[src/rtl/demux_1x32_deser_if.sv]
// Bus bundle for the serial-to-parallel deserializer.
// Ports (seen from the deserializer, slave modport):
//   din, din_valid   in   serial bit and its qualifier
//   din_ready        out  deserializer can take din this cycle
//   flush            in   abort the partial frame
//   dout             out  assembled WIDTH-bit frame
//   dout_valid       out  dout holds an unconsumed frame
//   dout_ready       in   consumer takes dout this cycle
//   bit_idx          out  count of bits accepted in the current frame
interface demux_1x32_deser_if #(
   parameter int unsigned WIDTH = 32
);
   logic             din;
   logic             din_valid;
   logic             din_ready;
   logic             flush;
   logic [WIDTH-1:0] dout;
   logic             dout_valid;
   logic             dout_ready;
   logic [4:0]       bit_idx;

   modport master (
      output din, din_valid, flush, dout_ready,
      input  din_ready, dout, dout_valid, bit_idx
   );

   modport slave (
      input  din, din_valid, flush, dout_ready,
      output din_ready, dout, dout_valid, bit_idx
   );
endinterface

[src/rtl/demux_1x32_deser.sv]
// Serial-to-parallel deserializer. Each accepted serial bit lands in slot bit_idx
// (or WIDTH-1-bit_idx when MSB_FIRST) of a frame buffer; completed frames move to a
// valid/ready output register. The frame buffer doubles as a second output stage:
// if a frame completes while the output is still occupied, the block stalls the
// serial side until the consumer takes the held word.
// Ports:
//   clk    in  rising-edge clock
//   rst_n  in  synchronous reset, active low
//   bus    slave modport of demux_1x32_deser_if (serial in, parallel out, flush, bit_idx)
module demux_1x32_deser #(
   parameter int unsigned WIDTH     = 32,
   parameter bit          MSB_FIRST = 1'b0
) (
   input logic                clk,
   input logic                rst_n,
   demux_1x32_deser_if.slave  bus
);

   localparam int unsigned IdxW    = $clog2(WIDTH);
   localparam logic [4:0]  LastIdx = 5'(WIDTH - 1);

   typedef enum logic [0:0] {StFill, StStall} state_e;

   state_e           state_q, state_d;
   logic [4:0]       bit_idx_q, bit_idx_d;
   logic [WIDTH-1:0] buf_q, buf_d;
   logic [WIDTH-1:0] dout_q, dout_d;
   logic             dout_valid_q, dout_valid_d;

   logic             din_ready;
   logic             accept;
   logic             take;
   logic [IdxW-1:0]  slot;

   // Ready is purely a function of registered state: no path from dout_ready.
   assign din_ready = (state_q == StFill);
   assign accept    = bus.din_valid & din_ready;
   assign take      = dout_valid_q & bus.dout_ready;
   assign slot      = MSB_FIRST ? (IdxW'(WIDTH - 1) - bit_idx_q[IdxW-1:0])
                                : bit_idx_q[IdxW-1:0];

   always_comb begin
      state_d      = state_q;
      bit_idx_d    = bit_idx_q;
      buf_d        = buf_q;
      dout_d       = dout_q;
      dout_valid_d = dout_valid_q;

      // A take empties the output unless a frame is loaded below in the same cycle.
      if (take) begin
         dout_valid_d = 1'b0;
      end

      if (bus.flush) begin
         // Drops the partial frame and, in StStall, the frame parked in the buffer.
         bit_idx_d = '0;
         state_d   = StFill;
      end else begin
         unique case (state_q)
            StFill: begin
               if (accept) begin
                  buf_d[slot] = bus.din;
                  if (bit_idx_q == LastIdx) begin
                     bit_idx_d = '0;
                     if (!dout_valid_q || take) begin
                        dout_d       = buf_d;
                        dout_valid_d = 1'b1;
                     end else begin
                        state_d = StStall;
                     end
                  end else begin
                     bit_idx_d = bit_idx_q + 5'd1;
                  end
               end
            end
            StStall: begin
               if (take) begin
                  dout_d       = buf_q;
                  dout_valid_d = 1'b1;
                  state_d      = StFill;
               end
            end
            default: state_d = StFill;
         endcase
      end
   end

   always_ff @(posedge clk) begin
      if (!rst_n) begin
         state_q      <= StFill;
         bit_idx_q    <= '0;
         buf_q        <= '0;
         dout_q       <= '0;
         dout_valid_q <= 1'b0;
      end else begin
         state_q      <= state_d;
         bit_idx_q    <= bit_idx_d;
         buf_q        <= buf_d;
         dout_q       <= dout_d;
         dout_valid_q <= dout_valid_d;
      end
   end

   assign bus.din_ready  = din_ready;
   assign bus.dout       = dout_q;
   assign bus.dout_valid = dout_valid_q;
   assign bus.bit_idx    = bit_idx_q;

endmodule

[src/flat_wrapper.sv]
// flat-port wrapper written by rule: the top's interface ports become plain ports
module demux_1x32_deser_flat 
#(
   parameter int unsigned WIDTH     = 32,
   parameter bit          MSB_FIRST = 1'b0
)
  (clk, rst_n, bus_din, bus_din_valid, bus_flush, bus_dout_ready, bus_din_ready, bus_dout, bus_dout_valid, bus_bit_idx);
  demux_1x32_deser_if #(.WIDTH(WIDTH)) bus_i ();
  input logic clk;
  input logic rst_n;
  input wire logic [$bits(bus_i.din)-1:0] bus_din;
  input wire logic [$bits(bus_i.din_valid)-1:0] bus_din_valid;
  input wire logic [$bits(bus_i.flush)-1:0] bus_flush;
  input wire logic [$bits(bus_i.dout_ready)-1:0] bus_dout_ready;
  output wire logic [$bits(bus_i.din_ready)-1:0] bus_din_ready;
  output wire logic [$bits(bus_i.dout)-1:0] bus_dout;
  output wire logic [$bits(bus_i.dout_valid)-1:0] bus_dout_valid;
  output wire logic [$bits(bus_i.bit_idx)-1:0] bus_bit_idx;
  assign bus_i.din = bus_din;
  assign bus_i.din_valid = bus_din_valid;
  assign bus_i.flush = bus_flush;
  assign bus_i.dout_ready = bus_dout_ready;
  assign bus_din_ready = bus_i.din_ready;
  assign bus_dout = bus_i.dout;
  assign bus_dout_valid = bus_i.dout_valid;
  assign bus_bit_idx = bus_i.bit_idx;
  demux_1x32_deser #(.WIDTH(WIDTH), .MSB_FIRST(MSB_FIRST)) u_core (.clk(clk), .rst_n(rst_n), .bus(bus_i));
endmodule
[config.mk]
export PLATFORM = sky130hd
export DESIGN_NAME = demux_1x32_deser_flat
export DESIGN_NICKNAME = d
export VERILOG_FILES = /design/src/rtl/demux_1x32_deser_if.sv /design/src/rtl/demux_1x32_deser.sv /design/src/flat_wrapper.sv
export SDC_FILE = /design/constraint.sdc
export NUM_CORES = 1
export LEC_CHECK = 0
export CAP_MARGIN = 20
export CORE_UTILIZATION = 49
export CTS_CLUSTER_SIZE = 12
export DETAILED_ROUTE_END_ITERATION = 8
export GPL_ROUTABILITY_DRIVEN = 0
export PLACE_DENSITY = 0.74
export SLEW_MARGIN = 20
export SYNTH_ARGS = -nofsm -noshare
export SYNTH_HDL_FRONTEND = slang
export SYNTH_SLANG_ARGS = --single-unit
[constraint.sdc]
create_clock -name clk -period 2 [get_ports clk]
set_clock_uncertainty 0.05 [all_clocks]
set_input_delay 0.4 -clock clk [delete_from_list [all_inputs] [get_ports clk]]
set_output_delay 0.4 -clock clk [all_outputs]
set_load 0.05 [all_outputs]
==> flow_summary.json, run 1 <==
{
  "cap_violations": 0,
  "synth_edf_count": 0,
  "r2r-end": "u_core.bus.dout[14]$_SDFFE_PN0P_",
  "max_stage_delay_ps": 810,
  "synth_top_family_by_area": "compound AO/OA/AOI/OAI gates",
  "routed_wl_mm": 11.5,
  "grt_usage": 0.290,
  "io_buffers": 44,
  "post_cts_buffers": 0,
  "pin_count": 45,
  "ctsResizeCount": 0,
  "clk-insertion-delay-late_ps": 360,
  "hold_violations": 0,
  "synth_compound_area_frac": 0.311,
  "hpwl_mm": 7.96,
  "crit_buf_inv": 1,
  "setup_viol": 0,
  "yosys.area_share.simple": 0.210,
  "synth_fa_ha_area_frac": 0.0195,
  "gr-total-overflow": 0,
  "holdPathStages": 2,
  "grt_max_degree": 65,
  "synth-main-ff-cell": "dfxtp_1",
  "whs_ps": 434,
  "power.internal_mw": 2.16,
  "fin_cells": 579,
  "grt_pass1_vias": 3525,
  "synthArstFlopShare": 0,
  "fin_util": 0.640,
  "drt-vias-per-instance": 6.65,
  "die_w_um": 90.6,
  "grt_pass1_wl_mm": 18.8,
  "arrival_ps": 1510,
  "die_h_um": 90.6,
  "rsz0062_at_grt": "false",
  "worstPathMaxFanout": 2,
  "syn_nets": 459,
  "row_count": 31,
  "final_area_um2": 4740,
  "tightest_slew_ps": 634,
  "clock-sinks": 71,
  "path_class": "reg2out",
  "dp.cells": 564,
  "avgSynthCellArea_um2": 8.60,
  "synth_area_um2": 3840,
  "layout-drive-gt1-share": 0.156,
  "whs_endpoint": "u_core.buf_q[24]$_SDFFE_PN0P_",
  "cts_tree": "done",
  "design.core.area_um2": 7410,
  "tns_ps": 0,
  "slew_headroom": 0.576,
  "synthMuxAreaShare": 0.00260,
  "cts-hold-fix-buffers": 0,
  "regArea_um2": 1440,
  "synth-seq-area-share": 0.370,
  "slowest_stage": "clkdlybuf4s50_1",
  "cp_top_family": "buffers and inverters",
  "power_frac_clock": 0.445,
  "cts_max_path_buffers": 2,
  "dr.pass1.iters": 7,
  "r2r_cells": 8,
  "fillers": 615,
  "finalCriticalPeriod_ps": 1960,
  "yosys_register_bits": 71,
  "powerDensity_nw_per_um2": 599,
  "pwr-share-comb": 0.057,
  "placed_cell_area_um2": 4440,
  "path_clk_slew_ps": 80,
  "hold_path.class": "reg2reg",
  "r2r_start": "u_core.bus.bit_idx[0]$_SDFFE_PP0P_",
  "antenna_found_initial": 0,
  "start_kind": "register",
  "synth_xor_area_frac": 0,
  "peakVddDrop_v": 0.000389,
  "crit_chain": "clkdlybuf4s50_1",
  "required_ps": 1550,
  "diodes": 0,
  "vias": 3849,
  "nets": 488,
  "p_leak_nw": 1.67,
  "cts_root_buf": "clkbuf_8",
  "start_util": 0.519,
  "htreeDepth": 3,
  "ys_warn_count": 0,
  "switchingPower_mw": 0.682,
  "outcome": "finished clean",
  "r2r_slack_ps": 60,
  "pwr-share-seq": 0.498,
  "area_growth_pct": 23.3,
  "drt-initial-drc-count": 343,
  "drc": 0,
  "timing.fmax_ghz": 0.510,
  "yosysUniqueCellTypes": 41,
  "multi_input_area_um2": 2160,
  "fin_crit_sh": 0.980,
  "numCtsBuffers": 9,
  "switching_share": 0.240,
  "syn_inst": 447,
  "die-area_um2": 8200,
  "ant_nets": 0,
  "slew_viol_final": 0,
  "end_kind": "primary output",
  "min_from": "u_core.buf_q[24]$_SDFFE_PN0P_",
  "wire_per_inst_um": 19.9
}
==> flip-flops by register name, summed over array words and instances, names as in the netlist <==
name	count
u_core.bus.dout	32
u_core.buf_q	32
u_core.bus.bit_idx	5
u_core.state_q	1
u_core.bus.dout_valid	1
==> stage by stage <==
| step | setup WS (ps) | power (mW) |
|---|---|---|
| floorplan | 3.01 | 1.54 |
| global placement | -59.8 | 1.60 |
| detailed placement | -118 | 1.60 |
| CTS | 17.7 | 2.84 |
| global route | 1.60 | 2.94 |
| finish | 39.6 | 2.84 |
==> cells in the mapped netlist, types with 8 or more instances <==
library cell	number	area share
nand2_1	40	0.039
a21oi_1	36	0.047
clkbuf_1	23	0.022
o31ai_1	34	0.066
a41oi_1	32	0.073
nand2b_1	13	0.021
buf_2	13	0.017
nand4_1	32	0.052
dfxtp_1	71	0.37
inv_1	8	0.0078
buf_6	9	0.026
a311oi_1	32	0.073
o21ai_0	32	0.042
==> cell type report <==
cell class	instances	area share
clock inverters	6	0.0179
clock buffers	9	0.0261
multi-input cells	311	0.456
inverters	10	0.00792
flip-flops and latches	71	0.303
repair buffers	73	0.163
well taps	99	0.0261
==> kinds of logic (layout without fill, tap and decap cells) <==
logic type                 Yosys count  in the layout
AOI/OAI and AO/OA                  171            171
and+or+nand+nor                    133            133
DFF                                 71             71
buffers and inverters               65             98
adders and majority gates            6              6
muxes                                1              1
==> cells in the final DEF (no fill, tap or decap), types with 4 or more instances in the layout <==
| cell type | synthesis | final |
|---|---|---|
| dfxtp_1 | 71 | 67 |
| nand2_1 | 40 | 40 |
| a21oi_1 | 36 | 36 |
| o31ai_1 | 34 | 34 |
| nand4_1 | 32 | 32 |
| a41oi_1 | 32 | 32 |
| o21ai_0 | 32 | 32 |
| buf_4 | 1 | 27 |
| a311oi_1 | 32 | 26 |
| clkdlybuf4s50_1 | 0 | 24 |
| nand2b_1 | 13 | 13 |
| dlymetal6s2s_1 | 0 | 13 |
| clkbuf_8 | 0 | 9 |
| inv_1 | 8 | 8 |
| buf_12 | 0 | 7 |
| nor2b_1 | 6 | 6 |
| and3b_1 | 6 | 6 |
| a311oi_2 | 0 | 6 |
| nor3b_2 | 5 | 5 |
| and2_1 | 5 | 5 |
| nand3b_1 | 4 | 4 |
| ha_1 | 6 | 4 |
| dfxtp_4 | 0 | 4 |
==> power groups by stage <==
stage	registers (mW)	clock network (mW)	logic, mW
after floorplan	1.45	0	0.0926
after global placement	1.45	0	0.154
after detailed placement	1.45	0	0.155
after CTS	1.41	1.27	0.157
after global routing	1.41	1.36	0.171
final	1.41	1.26	0.161
==> worst max-delay path by stage <==
stage | start | endpoint | depth (start not counted) | slack [ps]
6_report | u_core.bus.dout[21]$_SDFFE_PN0P_ | bus_dout[21] | 1 | 40
5_1_grt | u_core.bus.dout[17]$_SDFFE_PN0P_ | bus_dout[17] | 1 | 2
3_5_place_dp | bus_din_valid | u_core.buf_q[8]$_SDFFE_PN0P_ | 5 | -120
4_1_cts | u_core.bus.dout[27]$_SDFFE_PN0P_ | bus_dout[27] | 1 | 20
3_3_place_gp | bus_din_valid | u_core.buf_q[9]$_SDFFE_PN0P_ | 5 | -60
2_1_floorplan | u_core.bus.bit_idx[0]$_SDFFE_PP0P_ | u_core.bus.dout[0]$_SDFFE_PN0P_ | 10 | 3
==> routing by layer <==
metal | global-route usage | vias up | wire length (um)
met2 | 0.436 | 172 | 5280
met3 | 0.0530 | 24 | 790
met4 | 0.112 | 0 | 325
li1 | - | 1808 | -
met5 | 0 | - | 0
met1 | 0.408 | 1845 | 5150
No activity file was read; power rests on OpenSTA's default activity.
==> inputs of run 2 (changes only) <==
CELL_PAD_IN_SITES_DETAIL_PLACEMENT = 2   (was default)
CELL_PAD_IN_SITES_GLOBAL_PLACEMENT = 2   (was default)
CORE_UTILIZATION = 31   (was 49)
PLACE_DENSITY = default   (was 0.74)
PLACE_DENSITY_LB_ADDON = 0.1   (was default)
==> run 2 against run 1 <==
Effect of this change: register-to-register slack improved by 40 ps; combinational power rose by 8%; via count rose by 0.29%; non-clock buffer count rose by 4; largest cell class unchanged; largest power group is now the clock network.
==> flow_summary.json, run 2 (synthesis gave the netlist of run 1 again) <==
{
  "htreeDepth": 3,
  "drt-initial-drc-count": 226,
  "fin_util": 0.413,
  "peakVddDrop_v": 0.000398,
  "crit_buf_inv": 1,
  "design.core.area_um2": 12100,
  "ant_nets": 0,
  "fin_ws_ps": 27.7,
  "slowest_stage": "clkdlybuf4s50_1",
  "start_util": 0.319,
  "switchingPower_mw": 0.759,
  "clock-sinks": 71,
  "io_buffers": 44,
  "post_cts_buffers": 0,
  "arrival_ps": 1520,
  "pin_count": 45,
  "die-area_um2": 12800,
  "pwr-share-seq": 0.452,
  "final_area_um2": 4980,
  "crit_chain": "clkdlybuf4s50_1",
  "wire_per_inst_um": 24.0,
  "vias": 3860,
  "setup_viol": 0,
  "diodes": 0,
  "mostFrequentLayoutCells": "dfxtp_1, nand2_1, a21oi_1",
  "fillers": 1328,
  "p_leak_nw": 1.50,
  "slew_viol_final": 0,
  "start_kind": "register",
  "drt-vias-per-instance": 5.91,
  "cts_root_buf": "clkbuf_16",
  "cts_max_path_buffers": 2,
  "required_ps": 1550,
  "grt_pass1_vias": 4139,
  "area_growth_pct": 29.5,
  "die_w_um": 113,
  "row_count": 40,
  "max_stage_delay_ps": 820,
  "fin_crit_sh": 0.986,
  "pwr-share-comb": 0.056,
  "hold_violations": 0,
  "clk-insertion-delay-late_ps": 340,
  "tns_ps": 0,
  "end_kind": "primary output",
  "outcome": "finished clean",
  "switching_share": 0.242,
  "die_h_um": 113,
  "finalCriticalPeriod_ps": 1970,
  "dr.pass1.iters": 4,
  "path_clk_slew_ps": 60,
  "gr-total-overflow": 0,
  "hpwl_mm": 10.6,
  "hold_path.class": "reg2reg",
  "antenna_found_initial": 0,
  "grt_max_degree": 65,
  "slew_headroom": 0.633,
  "numCtsBuffers": 9,
  "cts_tree": "done",
  "final_common_cell": "dfxtp_1",
  "cap_violations": 0,
  "multi_input_area_um2": 2190,
  "placed_cell_area_um2": 4580,
  "power.internal_mw": 2.37,
  "layout-drive-gt1-share": 0.175,
  "grt_pass1_wl_mm": 24.4,
  "timing.fmax_ghz": 0.507,
  "routed_wl_mm": 15.7,
  "grt_usage": 0.251,
  "regArea_um2": 1440,
  "worstPathMaxFanout": 2,
  "cp_top_family": "buffers and inverters",
  "path_class": "reg2out",
  "tightest_slew_ps": 549,
  "powerDensity_nw_per_um2": 629,
  "drc": 0,
  "nets": 492,
  "preCtsSetupSlack_ps": -83.7,
  "power_frac_clock": 0.492
}
## run 2: changes by cell type in the layout (fill, tap and decap cells not counted), moves of 2 or more
cell / change
dlymetal6s2s_1: -13
clkbuf_16: +11
clkdlybuf4s50_1: +11
clkbuf_8: -7
a311oi_1: -3
a311oi_2: +3
buf_12: +3
buf_4: +3
bufinv_16: -2
clkbuf_1: +2
## run 2: layer usage
layer  vias to the layer above  wire, um  track usage
li1                       1818         -            -
met1                      1928      7440        0.348
met2                        91      7340        0.400
met3                        23       533       0.0305
met4                         0       354       0.0912
met5                         -         0            0
## run 2: layout make-up
cell class,instances,area share
Clock inverter,3,0.00352
Tap cell,168,0.0422
Timing Repair Buffer,77,0.166
Inverter,10,0.00754
Multi-Input combinational cell,311,0.440
Sequential cell,71,0.289
Clock buffer,13,0.0523
## run 2: power groups by stage
stage | Clock, mW | Sequential [mW] | Combinational, mW
final | 1.54 | 1.42 | 0.174
after global routing | 1.63 | 1.42 | 0.186
after CTS | 1.56 | 1.42 | 0.172
after detailed placement | 0 | 1.45 | 0.170
after global placement | 0 | 1.45 | 0.166
after floorplan | 0 | 1.45 | 0.0926
## run 2: repair_timing
item                                    CTS  global route
resized for setup                         4            10
hold buffers                              0             0
pin swaps                                 0             4
endpoints found under the setup margin   32            32
gates cloned                              0             2
## run 2: worst paths after layout
path	depth (start not counted)	from	slack, ps	endpoint
setup / recovery	1	u_core.bus.dout[13]$_SDFFE_PN0P_	30	bus_dout[13]
setup reg to reg	8	u_core.bus.bit_idx[0]$_SDFFE_PP0P_	100	u_core.bus.dout[0]$_SDFFE_PN0P_
hold reg to reg	2	u_core.buf_q[26]$_SDFFE_PN0P_	420	u_core.buf_q[26]$_SDFFE_PN0P_
hold / removal	2	u_core.buf_q[26]$_SDFFE_PN0P_	420	u_core.buf_q[26]$_SDFFE_PN0P_
## run 2: stage by stage
step / power (mW) / std cells / hold WS, ps
2_1_floorplan: 1.54 / 447 / 395
3_3_place_gp: 1.61 / 635 / 410
3_5_place_dp: 1.62 / 635 / 418
4_1_cts: 3.15 / 651 / 427
5_1_grt: 3.23 / 653 / 444
6_report: 3.13 / 653 / 424
==> inputs of run 3 (changes only) <==
CELL_PAD_IN_SITES_DETAIL_PLACEMENT = 1   (was 2)
CTS_CLUSTER_SIZE = default   (was 12)
==> run 3 against run 2 <==
Effect of this change: cell area down 0.28%; wire length decreased by 6.9%; largest cell class unchanged; sequential power hardly changed; register-to-register slack lost 20 ps; first-iteration DRC count grew 12%; critical path depth stayed put; maximum frequency is 0.36% higher; cell count unchanged; clock power about the same; worst hold slack gained 2.7 ps; worst setup slack improved by 7.0 ps; count of clock-buffer cells in the layout stayed put.
==> flow_summary.json, run 3 (synthesis gave the netlist of run 1 again) <==
{
  "outcome": "finished clean",
  "setup_viol": 0,
  "gr-total-overflow": 0,
  "hold_violations": 0,
  "slew_viol_final": 0,
  "die_h_um": 113,
  "max_stage_delay_ps": 820,
  "mostFrequentLayoutCells": "dfxtp_1, nand2_1, a21oi_1",
  "path_clk_slew_ps": 60,
  "holdPathStages": 2,
  "hold_path.class": "reg2reg",
  "design.core.area_um2": 12100,
  "p_leak_nw": 1.50,
  "drt-vias-per-instance": 5.75,
  "layout-drive-gt1-share": 0.173,
  "area_growth_pct": 29.2,
  "io_buffers": 44,
  "peakVddDrop_v": 0.000264,
  "arrival_ps": 1520,
  "rsz0062_at_grt": "false",
  "tightest_slew_ps": 539,
  "crit_chain": "clkdlybuf4s50_1",
  "cts_root_buf": "clkbuf_16",
  "dp.cells": 635,
  "wire_per_inst_um": 22.3,
  "fin_crit_sh": 0.983,
  "switchingPower_mw": 0.744,
  "vias": 3752,
  "clock-sinks": 71,
  "nets": 492,
  "drc": 0,
  "die_w_um": 113,
  "row_count": 40,
  "cts_tree": "done",
  "numCtsBuffers": 9,
  "diodes": 0,
  "powerDensity_nw_per_um2": 628,
  "fin_util": 0.412,
  "ant_nets": 0,
  "power_frac_clock": 0.491,
  "antenna_found_initial": 0,
  "fin_ws_ps": 34.7,
  "cp.depth": 1,
  "grt_max_degree": 65,
  "power.internal_mw": 2.37,
  "routed_wl_mm": 14.6,
  "fin_cells": 653,
  "slowest_stage": "clkdlybuf4s50_1",
  "grt_pass1_vias": 3846,
  "dr.pass1.iters": 4,
  "die-area_um2": 12800,
  "worstPathMaxFanout": 2,
  "clk-insertion-delay-late_ps": 340,
  "pwr-share-seq": 0.454,
  "path_class": "reg2out",
  "grt_pass1_wl_mm": 22.8,
  "final_common_cell": "dfxtp_1",
  "switching_share": 0.239,
  "slew_headroom": 0.640,
  "pwr-share-comb": 0.055,
  "hpwl_mm": 9.88,
  "whs_ps": 427,
  "htreeDepth": 3,
  "timing.fmax_ghz": 0.509,
  "finalCriticalPeriod_ps": 1970,
  "preCtsSetupSlack_ps": -53.6,
  "cap_violations": 0,
  "cts_max_path_buffers": 2,
  "end_kind": "primary output",
  "start_kind": "register",
  "required_ps": 1550,
  "cp_top_family": "buffers and inverters",
  "crit_buf_inv": 1,
  "pin_count": 45,
  "r2r_cells": 8,
  "drt-initial-drc-count": 254,
  "start_util": 0.319,
  "grt_usage": 0.235
}
==> run 3: power by group through the flow <==
stage	Clock (mW)	Combinational [mW]	Sequential (mW)
CTS	1.56	0.169	1.42
global route	1.62	0.183	1.42
global placement	0	0.166	1.45
detailed placement	0	0.168	1.45
floorplan	0	0.0926	1.45
finish	1.53	0.170	1.42
==> run 3: routing by layer <==
layer / vias to the layer above / part of all wire / global-route usage
li1: 1809 / - / -
met1: 1860 / 0.49 / 0.338
met2: 68 / 0.46 / 0.362
met3: 15 / 0.030 / 0.0316
met4: 0 / 0.016 / 0.0746
met5: - / 0 / 0
==> run 3: final cells by class <==
cell class,count,area (um2)
clock buffers,13,260
clock inverters,3,17.5
fillers,1375,7100
inverters,10,37.5
multi-input cells,311,2180
flip-flops and latches,71,1440
well taps,168,210
repair buffers,77,826
==> run 3: stage by stage <==
step / setup TNS (ps) / cell area (um2) / power (mW)
2_1_floorplan: 0 / 3910 / 1.54
3_3_place_gp: -303 / 4580 / 1.61
3_5_place_dp: -378 / 4580 / 1.62
4_1_cts: 0 / 4860 / 3.14
5_1_grt: 0 / 4960 / 3.22
6_report: 0 / 4960 / 3.12
==> run 3: final timing paths <==
path	start	endpoint	slack, ps
worst max-delay path	u_core.bus.dout[19]$_SDFFE_PN0P_	bus_dout[19]	30
worst max register to register	u_core.bus.bit_idx[0]$_SDFFE_PP0P_	u_core.bus.dout[6]$_SDFFE_PN0P_	80
worst min-delay path	u_core.buf_q[16]$_SDFFE_PN0P_	u_core.buf_q[16]$_SDFFE_PN0P_	430
worst min register to register	u_core.buf_q[16]$_SDFFE_PN0P_	u_core.buf_q[16]$_SDFFE_PN0P_	430
==> run 3: what timing repair did <==
| action | in CTS | in global routing |
|---|---|---|
| pin swaps | 0 | 2 |
| cloned | 0 | 2 |
| endpoints found under the setup margin | 32 | 26 |
| hold buffers | 0 | 0 |
| setup buffers | 0 | 0 |
| gates resized for setup | 1 | 11 |
==> variant (flow settings as in run 2) <==
`MSB_FIRST` is set to 1'b0 in 2 places; all go to 1'b1.
--- a/src/rtl/demux_1x32_deser.sv
+++ b/src/rtl/demux_1x32_deser.sv
@@ -10,5 +10,5 @@
 module demux_1x32_deser #(
    parameter int unsigned WIDTH     = 32,
-   parameter bit          MSB_FIRST = 1'b0
+   parameter bit          MSB_FIRST = 1'b1
 ) (
    input logic                clk,
--- a/src/flat_wrapper.sv
+++ b/src/flat_wrapper.sv
@@ -3,5 +3,5 @@
 #(
    parameter int unsigned WIDTH     = 32,
-   parameter bit          MSB_FIRST = 1'b0
+   parameter bit          MSB_FIRST = 1'b1
 )
   (clk, rst_n, bus_din, bus_din_valid, bus_flush, bus_dout_ready, bus_din_ready, bus_dout, bus_dout_valid, bus_bit_idx);
Behaviour: no difference found for any inputs over 10 cycles, from zero or initial values and one cycle with rst_n low; that may be too few to reach the edited logic, so the function may still have changed.
==> variant against run 2 <==
- routed wire length fell by 0.80%
- combinational power rose by 9%
- critical path depth did not move
- global-route usage rose by 0.49 points
- area after synthesis fell by 1.3%
- synthesized cell count fell by 0.45%
- worst setup slack improved by 0.0059 ns
- design area fell by 0.63%
- power rose by 0.76%
- count of clock-buffer cells in the layout rose by 1
- hold slack got worse by 0.0022 ns
- sequential cell count did not move
- largest power group unchanged
==> variant: results (changes against run 2) <==
The share of cell area taken by muxes after synthesis was 0.00528 (+0.00267). The maximum level of the CTS H-tree came out at 3 (unchanged). The number of clock buffers in the layout is 14 (+1). The sequential group share of total power came to 0.449 (-0.003). The largest single stage delay on the critical path is roughly 0.8 ns. Sorting the synthesized cells by area gives the leading types as dfxtp_1 37%, a311oi_1 7.4%, a41oi_1 7.4%.

The ratio of cells with drive above 1 in the final layout is 0.186 (+0.0106). The mean cell area of the mapped netlist is 8.53 um2 (-0.86%). The transition time at the pin with the least slew margin is 0.505 ns (-0.0444 ns). The highest ir drop seen on vdd came out at 327 uV (-18%). The number of filler instances in the final layout is 1309 (-1.4%). The internal power component is 2.43 mW (+2.2%). The sequential cell count of the final layout came to 71 (unchanged). The HPWL after detailed placement came out at 10.9 mm (+2.7%). The maximum number of pins on one net before global-route repair came out at 35 (-46%). The number of DRC markers after the initial detailed-route iteration came out at 286 (+27%). The footprint of the multi-input gates came to 2090 um2 (-4.7%). The length of the first detailed-routing pass in iterations was 4 (unchanged). The leakage power figure was 1.51 nW (+0.86%). The number of nets in the layout is 502 (+2.0%). The count of plain and timing-repair buffers was 95 (+23%). The multi-input combinational cell count is 304 (-2.3%). The overall routing resource usage came out at 0.256 (+0.00488). The fraction of registers with async set or reset after synthesis is 0 (unchanged). The non-clock inverter count in the final layout is 9 (-1).

The port buffer count is 44 (unchanged). The via count normalized by instance count came out at 6.13 (+3.8%). The distinct cell type count after synthesis came to 46 (+12%).

The proportion of cell area spent on the clock network came to 0.0582 (+0.00238). Counting instances in the post-synthesis netlist gives the leading cell types as 71 x dfxtp_1, 35 x a21oi_1, 35 x nand4_1. The number of global-route vias before repair is 3977 (-3.9%). The net count of the mapped netlist came out at 457 (-0.44%). The sequential share of the synthesized area came out at 0.375 (+0.00488). The clock power share is 0.491 (about the same).

The power dissipated by switching net loads is 730 uW (-3.8%). The count of non-filler cells in the finished layout is 642 (-1.7%). The flow ran to the end, and the final reports show no timing, DRC or antenna violations. The area fraction in compound gates after synthesis is 0.313 (+0.00212). The number of gates resized after CTS is 0 (-4). The adder and majority cell fraction of the synthesized area came to 0.0198 (+0.000258). The total wirelength of the detailed-routed design came to 15.5 mm (-0.80%). The global-route wire length before repair came out at 24.7 mm (+0.90%).
## variant: cell types whose count changed in the layout (fill, tap and decap cells not counted), sizes merged, moves of 2 or more
| cell | run 2 | this run |
|---|---|---|
| nand3 | 4 | 11 |
| and3b | 6 | 0 |
| nand4 | 32 | 35 |
| nor3b | 7 | 3 |
| nand2 | 40 | 28 |
| or3b | 2 | 5 |
| buf | 40 | 58 |
| nor2b | 6 | 8 |
| clkdlybuf4s50 | 35 | 37 |
| nand3b | 4 | 0 |
## variant: worst paths after layout
| kind | from | to | slack, ns | depth (start not counted) |
|---|---|---|---|---|
| worst min register to register | u_core.buf_q[0] | u_core.buf_q[0] | 0.42 | 2 |
| worst max-delay path | u_core.bus.dout[21] | bus_dout[21] | 0.03 | 1 |
| worst min-delay path | u_core.buf_q[0] | u_core.buf_q[0] | 0.42 | 2 |
| worst max register to register | u_core.bus.bit_idx[1] | u_core.bus.dout[0] | 0.10 | 7 |
## variant: layer usage
layer | routed length, um | up-vias | track usage
met2 | 6900 | 78 | 0.378
met4 | 244 | 0 | 0.0738
met3 | 580 | 19 | 0.0400
met5 | 0 | - | 0
met1 | 7820 | 2017 | 0.380
li1 | - | 1824 | -
## variant: stage by stage
stage	setup slack, ns	cell area, um2	util	setup TNS (ns)	hold slack (ns)
global route	0.00520	4950	0.414	0	0.451
CTS	0.0273	4940	0.413	0	0.423
global placement	-0.0926	4650	0.389	-1.72	0.405
floorplan	-0.0131	3890	-	-0.394	0.395
detailed placement	-0.150	4650	0.389	-2.52	0.414
finish	0.0336	4950	0.414	0	0.422
## variant: cell families after synthesis
family                   Yosys count
adder cells (fa/ha/maj)            6
flip-flops                        71
multiplexers                       2
AO/OA/AOI/OAI                    170
buffers and inverters             70
AND/OR/NAND/NOR                  126
